`src/rtl/pipe_cond_pkg.sv`:
```
// Shared types for the condition/flag unit: NZCV flag layout, ARM condition codes and their evaluation.
package pipe_cond_pkg;

    localparam int FLAG_W = 4;

    typedef struct packed {
        logic N;
        logic Z;
        logic C;
        logic V;
    } flags_t;

    typedef enum logic [3:0] {
        EQ = 4'b0000, NE = 4'b0001, CS = 4'b0010, CC = 4'b0011,
        MI = 4'b0100, PL = 4'b0101, VS = 4'b0110, VC = 4'b0111,
        HI = 4'b1000, LS = 4'b1001, GE = 4'b1010, LT = 4'b1011,
        GT = 4'b1100, LE = 4'b1101, AL = 4'b1110, NV = 4'b1111
    } cond_e;

    function automatic logic cond_eval(cond_e cond, flags_t f);
        logic r_pass;
        r_pass = 1'b0;
        case (cond)
            EQ: r_pass = f.Z;
            NE: r_pass = ~f.Z;
            CS: r_pass = f.C;
            CC: r_pass = ~f.C;
            MI: r_pass = f.N;
            PL: r_pass = ~f.N;
            VS: r_pass = f.V;
            VC: r_pass = ~f.V;
            HI: r_pass = ~f.Z & f.C;
            LS: r_pass = f.Z | ~f.C;
            GE: r_pass = ~(f.N ^ f.V);
            LT: r_pass = f.N ^ f.V;
            GT: r_pass = ~(f.N ^ f.V) & ~f.Z;
            LE: r_pass = (f.N ^ f.V) | f.Z;
            AL: r_pass = 1'b1;
            default: r_pass = 1'b0;
        endcase
        return r_pass;
    endfunction

endpackage

```
`src/rtl/pipe_cond_unit_if.sv`:
```
// Execute-stage bus of the condition unit; master = pipeline side, slave = condition unit.
interface pipe_cond_unit_if #(
    parameter int NUM_CTX   = 2,
    parameter int FW_GROUPS = 2,
    parameter int PERF_W    = 16
);
    localparam int CTX_W = (NUM_CTX > 1) ? $clog2(NUM_CTX) : 1;

    logic                   ValidE;
    logic [CTX_W-1:0]       CtxE;
    logic [3:0]             CondE;
    logic [3:0]             ALUFlagsE;
    logic [FW_GROUPS-1:0]   FlagWriteE;
    logic                   StallE;
    logic                   FlushE;
    logic                   CondExE;
    logic                   CondExM;
    logic                   ValidM;
    logic [4*NUM_CTX-1:0]   FlagsOut;
    logic [PERF_W-1:0]      ExecCnt;
    logic [PERF_W-1:0]      SquashCnt;

    modport master (
        output ValidE, CtxE, CondE, ALUFlagsE, FlagWriteE, StallE, FlushE,
        input  CondExE, CondExM, ValidM, FlagsOut, ExecCnt, SquashCnt
    );

    modport slave (
        input  ValidE, CtxE, CondE, ALUFlagsE, FlagWriteE, StallE, FlushE,
        output CondExE, CondExM, ValidM, FlagsOut, ExecCnt, SquashCnt
    );

endinterface

```
`src/rtl/pipe_cond_bank.sv`:
```
// One NZCV flag register; each FlagWrite group enables its own subset of the four flags.
module pipe_cond_bank
    import pipe_cond_pkg::*;
#(
    parameter int FW_GROUPS = 2
) (
    input  logic                 clk,
    input  logic                 reset,
    input  logic                 i_we,
    input  logic [FW_GROUPS-1:0] i_grp_we,
    input  logic [FLAG_W-1:0]    i_flags,
    output logic [FLAG_W-1:0]    o_flags
);
    logic [FLAG_W-1:0] w_mask;
    logic [FLAG_W-1:0] r_flags;

    // Two groups pair the flags as {N,Z} and {C,V}; four groups map one bit per flag.
    generate
        if (FW_GROUPS == 4) begin : g_fw4
            assign w_mask = i_grp_we;
        end else begin : g_fw2
            assign w_mask = {{2{i_grp_we[1]}}, {2{i_grp_we[0]}}};
        end
    endgenerate

    // NOTE: state updates use non-blocking assignments so every flop samples pre-edge values.
    always_ff @(posedge clk or posedge reset) begin
        if (reset) begin
            r_flags <= '0;
        end else if (i_we) begin
            r_flags <= (r_flags & ~w_mask) | (i_flags & w_mask);
        end
    end

    assign o_flags = r_flags;

endmodule

```
`src/rtl/pipe_cond_unit.sv`:
```
// Multi-context condition unit: per-context NZCV banks, Execute condition check, Memory-stage register.
// Optional saturating exec/squash counters are built when PIPE_COND_PERF_EN is defined.
module pipe_cond_unit
    import pipe_cond_pkg::*;
#(
    parameter int NUM_CTX   = 2,
    parameter int FW_GROUPS = 2,
    parameter int PERF_W    = 16
) (
    input  logic             clk,
    input  logic             reset,
    pipe_cond_unit_if.slave  bus
);
    localparam int CTX_W = (NUM_CTX > 1) ? $clog2(NUM_CTX) : 1;

    logic [FLAG_W-1:0] w_bank [NUM_CTX];
    flags_t            w_sel_flags;
    logic              w_ctx_hit;
    logic              w_live;
    logic              w_cond_pass;
    logic              w_commit;
    logic              r_cond_ex_m;
    logic              r_valid_m;

    // NOTE: defaults come first so no path through the loop can infer a latch.
    always_comb begin
        w_sel_flags = '0;
        w_ctx_hit   = 1'b0;
        for (int i = 0; i < NUM_CTX; i++) begin
            if (bus.CtxE == CTX_W'(i)) begin
                w_sel_flags = flags_t'(w_bank[i]);
                w_ctx_hit   = 1'b1;
            end
        end
    end

    // A context id beyond NUM_CTX never matches a bank, so it evaluates false and commits nothing.
    assign w_live      = bus.ValidE & ~bus.FlushE & w_ctx_hit;
    assign w_cond_pass = w_live & cond_eval(cond_e'(bus.CondE), w_sel_flags);
    assign w_commit    = w_cond_pass & ~bus.StallE;
    assign bus.CondExE = w_cond_pass;

    generate
        for (genvar g = 0; g < NUM_CTX; g++) begin : g_bank
            pipe_cond_bank #(.FW_GROUPS(FW_GROUPS)) u_bank (
                .clk      (clk),
                .reset    (reset),
                .i_we     (w_commit && (bus.CtxE == CTX_W'(g))),
                .i_grp_we (bus.FlagWriteE),
                .i_flags  (bus.ALUFlagsE),
                .o_flags  (w_bank[g])
            );
            assign bus.FlagsOut[FLAG_W*g +: FLAG_W] = w_bank[g];
        end
    endgenerate

    always_ff @(posedge clk or posedge reset) begin
        if (reset) begin
            r_cond_ex_m <= 1'b0;
            r_valid_m   <= 1'b0;
        end else if (!bus.StallE) begin
            r_cond_ex_m <= w_cond_pass;
            r_valid_m   <= bus.ValidE & ~bus.FlushE;
        end
    end

    assign bus.CondExM = r_cond_ex_m;
    assign bus.ValidM  = r_valid_m;

`ifdef PIPE_COND_PERF_EN
    logic              w_count_en;
    logic [PERF_W-1:0] r_exec_cnt;
    logic [PERF_W-1:0] r_squash_cnt;

    assign w_count_en = w_live & ~bus.StallE;

    always_ff @(posedge clk or posedge reset) begin
        if (reset) begin
            r_exec_cnt   <= '0;
            r_squash_cnt <= '0;
        end else if (w_count_en) begin
            if (w_cond_pass) begin
                if (r_exec_cnt != '1) r_exec_cnt <= r_exec_cnt + 1'b1;
            end else begin
                if (r_squash_cnt != '1) r_squash_cnt <= r_squash_cnt + 1'b1;
            end
        end
    end

    assign bus.ExecCnt   = r_exec_cnt;
    assign bus.SquashCnt = r_squash_cnt;
`else
    assign bus.ExecCnt   = '0;
    assign bus.SquashCnt = '0;
`endif

endmodule
```
`src/flat_wrapper.sv`:
```
// flat-port wrapper written by rule: the top's interface ports become plain ports
module pipe_cond_unit_flat import pipe_cond_pkg::*;
#(
    parameter int NUM_CTX   = 2,
    parameter int FW_GROUPS = 2,
    parameter int PERF_W    = 16
)
  (clk, reset, bus_ValidE, bus_CtxE, bus_CondE, bus_ALUFlagsE, bus_FlagWriteE, bus_StallE, bus_FlushE, bus_CondExE, bus_CondExM, bus_ValidM, bus_FlagsOut, bus_ExecCnt, bus_SquashCnt);
  pipe_cond_unit_if #(.NUM_CTX(NUM_CTX), .FW_GROUPS(FW_GROUPS), .PERF_W(PERF_W)) bus_i ();
  input  logic clk;
  input  logic reset;
  input wire logic [$bits(bus_i.ValidE)-1:0] bus_ValidE;
  input wire logic [$bits(bus_i.CtxE)-1:0] bus_CtxE;
  input wire logic [$bits(bus_i.CondE)-1:0] bus_CondE;
  input wire logic [$bits(bus_i.ALUFlagsE)-1:0] bus_ALUFlagsE;
  input wire logic [$bits(bus_i.FlagWriteE)-1:0] bus_FlagWriteE;
  input wire logic [$bits(bus_i.StallE)-1:0] bus_StallE;
  input wire logic [$bits(bus_i.FlushE)-1:0] bus_FlushE;
  output wire logic [$bits(bus_i.CondExE)-1:0] bus_CondExE;
  output wire logic [$bits(bus_i.CondExM)-1:0] bus_CondExM;
  output wire logic [$bits(bus_i.ValidM)-1:0] bus_ValidM;
  output wire logic [$bits(bus_i.FlagsOut)-1:0] bus_FlagsOut;
  output wire logic [$bits(bus_i.ExecCnt)-1:0] bus_ExecCnt;
  output wire logic [$bits(bus_i.SquashCnt)-1:0] bus_SquashCnt;
  assign bus_i.ValidE = bus_ValidE;
  assign bus_i.CtxE = bus_CtxE;
  assign bus_i.CondE = bus_CondE;
  assign bus_i.ALUFlagsE = bus_ALUFlagsE;
  assign bus_i.FlagWriteE = bus_FlagWriteE;
  assign bus_i.StallE = bus_StallE;
  assign bus_i.FlushE = bus_FlushE;
  assign bus_CondExE = bus_i.CondExE;
  assign bus_CondExM = bus_i.CondExM;
  assign bus_ValidM = bus_i.ValidM;
  assign bus_FlagsOut = bus_i.FlagsOut;
  assign bus_ExecCnt = bus_i.ExecCnt;
  assign bus_SquashCnt = bus_i.SquashCnt;
  pipe_cond_unit #(.NUM_CTX(NUM_CTX), .FW_GROUPS(FW_GROUPS), .PERF_W(PERF_W)) u_core (.clk(clk), .reset(reset), .bus(bus_i));
endmodule
```
`config.mk`:
```
export PLATFORM = sky130hd
export DESIGN_NAME = pipe_cond_unit_flat
export DESIGN_NICKNAME = d
export VERILOG_FILES = /design/src/rtl/pipe_cond_pkg.sv /design/src/rtl/pipe_cond_unit_if.sv /design/src/rtl/pipe_cond_bank.sv /design/src/rtl/pipe_cond_unit.sv /design/src/flat_wrapper.sv
export SDC_FILE = /design/constraint.sdc
export NUM_CORES = 1
export LEC_CHECK = 0
export ABC_CLOCK_PERIOD_IN_PS = 2500
export CAP_MARGIN = 20
export CORE_ASPECT_RATIO = 1.75
export CORE_MARGIN = 4
export CORE_UTILIZATION = 37
export CTS_BUF_LIST = sky130_fd_sc_hd__clkbuf_4
export DETAILED_ROUTE_END_ITERATION = 8
export GPL_TIMING_DRIVEN = 0
export HOLD_SLACK_MARGIN = 0.06
export PLACE_DENSITY = 0.82
export RECOVER_POWER = 25
export SETUP_SLACK_MARGIN = 0.05
export SYNTH_ARGS = -nofsm -noshare
export SYNTH_HDL_FRONTEND = slang
export SYNTH_SLANG_ARGS = --single-unit
```
`constraint.sdc`:
```
create_clock -name clk -period 2.5 [get_ports clk]
set_input_delay 0.5 -clock clk [delete_from_list [all_inputs] [get_ports clk]]
set_output_delay 0.5 -clock clk [all_outputs]
set_load 0.05 [all_outputs]
```
Yosys cells after proc, flatten, opt, wreduce, memory -nomap -nowiden:

Index checks and enable logic that the tools add are counted.

* bitwise gates (word level): 22
* multipliers: 0
* div/mod/pow operators: 0
* reduce and logical (&&, ||, !) cells: 3
* add/subtract/negate cells: 0
* order comparisons: 0
* multiplexer cells: 2
* shift operators: 0
* eq/ne operators: 14

Operators with widths (number)
* $eq A4 B4 Y1 const B: 7
* $eq A4 B3 Y1 const B: 4
* $pmux W1 S15: 1
* $and A4 B4 Y4: 3
* $eq A4 B2 Y1 const B: 2
* $not A1 Y1: 8
* $or A4 B4 Y4: 2
* $and A1 B1 Y1: 5
* $eq A4 B1 Y1 const B: 1
* $logic_not A4 Y1: 1
* $mux W4: 1
* $not A4 Y4: 1
* $logic_and A1 B1 Y1: 2
* $or A1 B1 Y1: 2
* $xor A1 B1 Y1: 1

* logic and storage cells: 45
* bits in read-only memories: 0
* bits in writable memories: 0
* register bits: 10
* memories kept: 0
* bits in latches: 0

Depth between registers and ports, before layout:

* word-level depth: 8
* depth in mapped cells: 8
* gate-level depth less buffers: 7

By module:

A second synthesis with hierarchy kept.

* cells, all modules: 103
* area, all modules: 975.9 µm²

Modules (own cells, without submodules)
* pipe_cond_unit: cells an instance 81, area each 663.1 µm², times used 1
* pipe_cond_bank: cells an instance 11, area each 156.4 µm², times used 2

Worst setup path after synthesis:

Ideal clock, no wire load.

* path type: reg2out
* start: register (tool-made name)
* end: output bus_CondExE
* stages on the path, launching flop included: 7
* setup slack: -343 ps
* arrival time: 2343 ps
* required time: 2000 ps
* cell sequence: dfrtp_1 xor2_1 or3b_1 a32oi_1 xnor2_1 a21oi_1 nor2_1

RTL lines
* end, declared: line flat_wrapper.sv:19 `output wire logic [$bits(bus_i.CondExE)-1:0] bus_CondExE;`

==> impl_metrics.ini <==
[outcome]
outcome = finished, violations left
failed_checks = setup timing

[pwr]
switching_share = 0.479
power.density_mw_per_mm2 = 701
max-vdd-ir-drop_mv = 0.518
seq_power_share = 0.242
clkPwrFrac = 0.107
switchingPower_w = 0.000500
p_leak_nw = 0.766
p_int_w = 0.000545
combPwrFrac = 0.651

[clock_network]
clk_pin_slew_ns = 0.06
cts_sinks = 10
clock_path_buffers = 2
clock_latency_ns = 0.27
cts_tree = built
cts_root_buffer = clkbuf_4
cts_buffers = 3
htreeDepth = 1

[routing]
wl_per_cell_um = 12.9
wl_um = 2420
drc_errors = 0
drt-pass1-iter-count = 4
viasPerCell = 4.32
drtIter0Drc = 11
vias = 813
antenna_left = 0

[layout]
layout-drive-gt1-share = 0.429
multi_input_area_um2 = 613
fin_cells = 188
diodes = 0
seq_area_um2 = 253
fillers = 176
fin_area_mm2 = 0.00149
syn2layout_area_growth_pct = 61.8
nets = 180

[grt]
grt_max_degree = 11
overflow = 0
antenna_found_initial = 0
grt_use_total = 0.154
first_global_vias = 864
grt_pass1_wl_um = 3820

[floorplanning]
io_pins = 59
start_util = 0.395
die_w_um = 45.7
fp.coreArea_mm2 = 0.00233
die_h_um = 74.0
dieArea_mm2 = 0.00338
rows = 23

[place]
placed_area_mm2 = 0.00133
numPortBuffers = 25
hpwlAfterDp_um = 1820
placedCellCount = 176
place.gp.congestion = 0.797

[timing]
worst_slack_ns = -0.0747
slew-limit-headroom = 0.654
fin_crit_sh = 1.03
max_freq_mhz = 388
final_max_slew_viol_count = 0
post-route-min-period_ns = 2.57
fin_skew_ns = 0.00836
finalHoldViolations = 0
tightest_slew_ns = 0.517
setup_viol = 5
grt_setup_unrepaired = yes

[yosys]
synth_warnings = 0
yosys-top-cells-count = 32 x buf_4, 10 x dfrtp_1, 9 x mux2_2
synth_top_flop_cell = dfrtp_1
yosys.cell_types.count = 33
netlist_area_um2 = 921
async_reset_ff_frac = 1.00
synth-seq-area-share = 0.272
synth.top_cells.by_area = dfrtp_1 27%, buf_4 26%, mux2_2 11%
synth_top_cell_by_area = dfrtp_1
syn_inst = 95
yosysTopAreaCellShare = 0.272
synth_area_per_cell_um2 = 9.69
post-synth-top-count-cell = buf_4
synth_edf_count = 0
ys_ff_latch = 10

[critical_path]
critical_path_class = flop to primary output
required_ns = 2.00
end_kind = primary output
cp.arrival_ns = 2.07
r2r_cells = 8
reg2reg_setup_slack_ns = -0.07
crit_end = bus_CondExE
startpoint_type = flop
cp_max_fo = 2

[min_path]
hold_path_class = flop to flop
hp-start = u_core.bus.CondExM$_DFFE_PP0N_

[job]
cap_violations = 0
how the worst min path moves through the flow:
stage / endpoint / cells past startpoint
floorplan: async pin / 1
global placement: u_core.bus.ValidM$_DFFE_PP0N_ / 2
detailed placement: u_core.bus.CondExM$_DFFE_PP0N_ / 1
CTS: u_core.bus.CondExM$_DFFE_PP0N_ / 1
global route: u_core.bus.CondExM$_DFFE_PP0N_ / 1
finish: u_core.bus.CondExM$_DFFE_PP0N_ / 1
placed cells by master (no fill, tap or decap), types with 2 or more instances in the layout:
cell	synthesis	final
xor2_1	3	2
buf_2	0	2
clkdlybuf4s50_1	0	19
clkbuf_4	0	3
dfrtp_2	0	2
mux2_4	0	7
buf_4	32	40
nand3b_1	2	2
dfrtp_1	10	8
mux2i_1	4	3
mux2_2	9	3
nor2_1	3	2
nor3_1	2	2
nand2_1	4	4
conb_1	1	32
critical path, stage by stage, from the launching register on:
cell and delay (ns):
dfrtp_2 0.43, xor2_2 0.18, or3b_4 0.41, a32oi_4 0.26, xnor2_1 0.12, a21oi_2 0.19
nor2_4 0.05, buf_8 0.15
area by class of cell:
cell class | instances | area share
clock buffers | 3 | 0.0151
clock inverters | 1 | 0.00252
plain buffers | 34 | 0.173
well taps | 25 | 0.0210
repair buffers | 33 | 0.205
multi-input cells | 81 | 0.411
inverters | 1 | 0.00252
flip-flops and latches | 10 | 0.170
per-layer routing:
layer	part of all wire	track usage	routed length, um
met1	0.33	0.145	795
met2	0.54	0.275	1310
met3	0.11	0.0484	276
met4	0.016	0.0949	38
met5	0	0	0
power groups by stage:
| stage | combinational (W) | clock (W) | sequential, W |
|---|---|---|---|
| after CTS | 0.000659 | 0.000116 | 0.000248 |
| after detailed placement | 0.000567 | 0 | 0.000252 |
| after floorplan | 0.000280 | 0 | 0.000390 |
| final | 0.000681 | 0.000111 | 0.000253 |
| after global routing | 0.000718 | 0.000123 | 0.000261 |
| after global placement | 0.000559 | 0 | 0.000251 |
logic make-up after synthesis:
logic type      Yosys count  synth area share
buf+inv                  35             0.284
simple gates             20             0.121
mux                      15             0.194
compound gates           10            0.0870
flops                    10             0.272
xor+xnor                  4            0.0381
other cells               1           0.00407
stage by stage:
| step | setup slack (ns) | hold slack, ns | power, W | util | setup TNS, ns |
|---|---|---|---|---|---|
| 4_1_cts | -0.0431 | 0.493 | 0.00102 | 0.632 | -0.146 |
| 5_1_grt | -0.206 | 0.528 | 0.00110 | 0.639 | -1.13 |
| 2_1_floorplan | 0.0624 | 0.340 | 0.000670 | - | 0 |
| 6_report | -0.0747 | 0.495 | 0.00105 | 0.639 | -0.288 |
| 3_5_place_dp | -1.16 | 0.478 | 0.000819 | 0.570 | -6.79 |
| 3_3_place_gp | -1.09 | 0.473 | 0.000810 | 0.570 | -5.95 |
what timing repair did:
item,4_1_cts,5_1_grt
pin swaps,6,2
setup buffers,8,0
setup endpoints to repair,10,10
resized for setup,32,5
hold buffers,0,0
(Power assumes the default switching activity.)
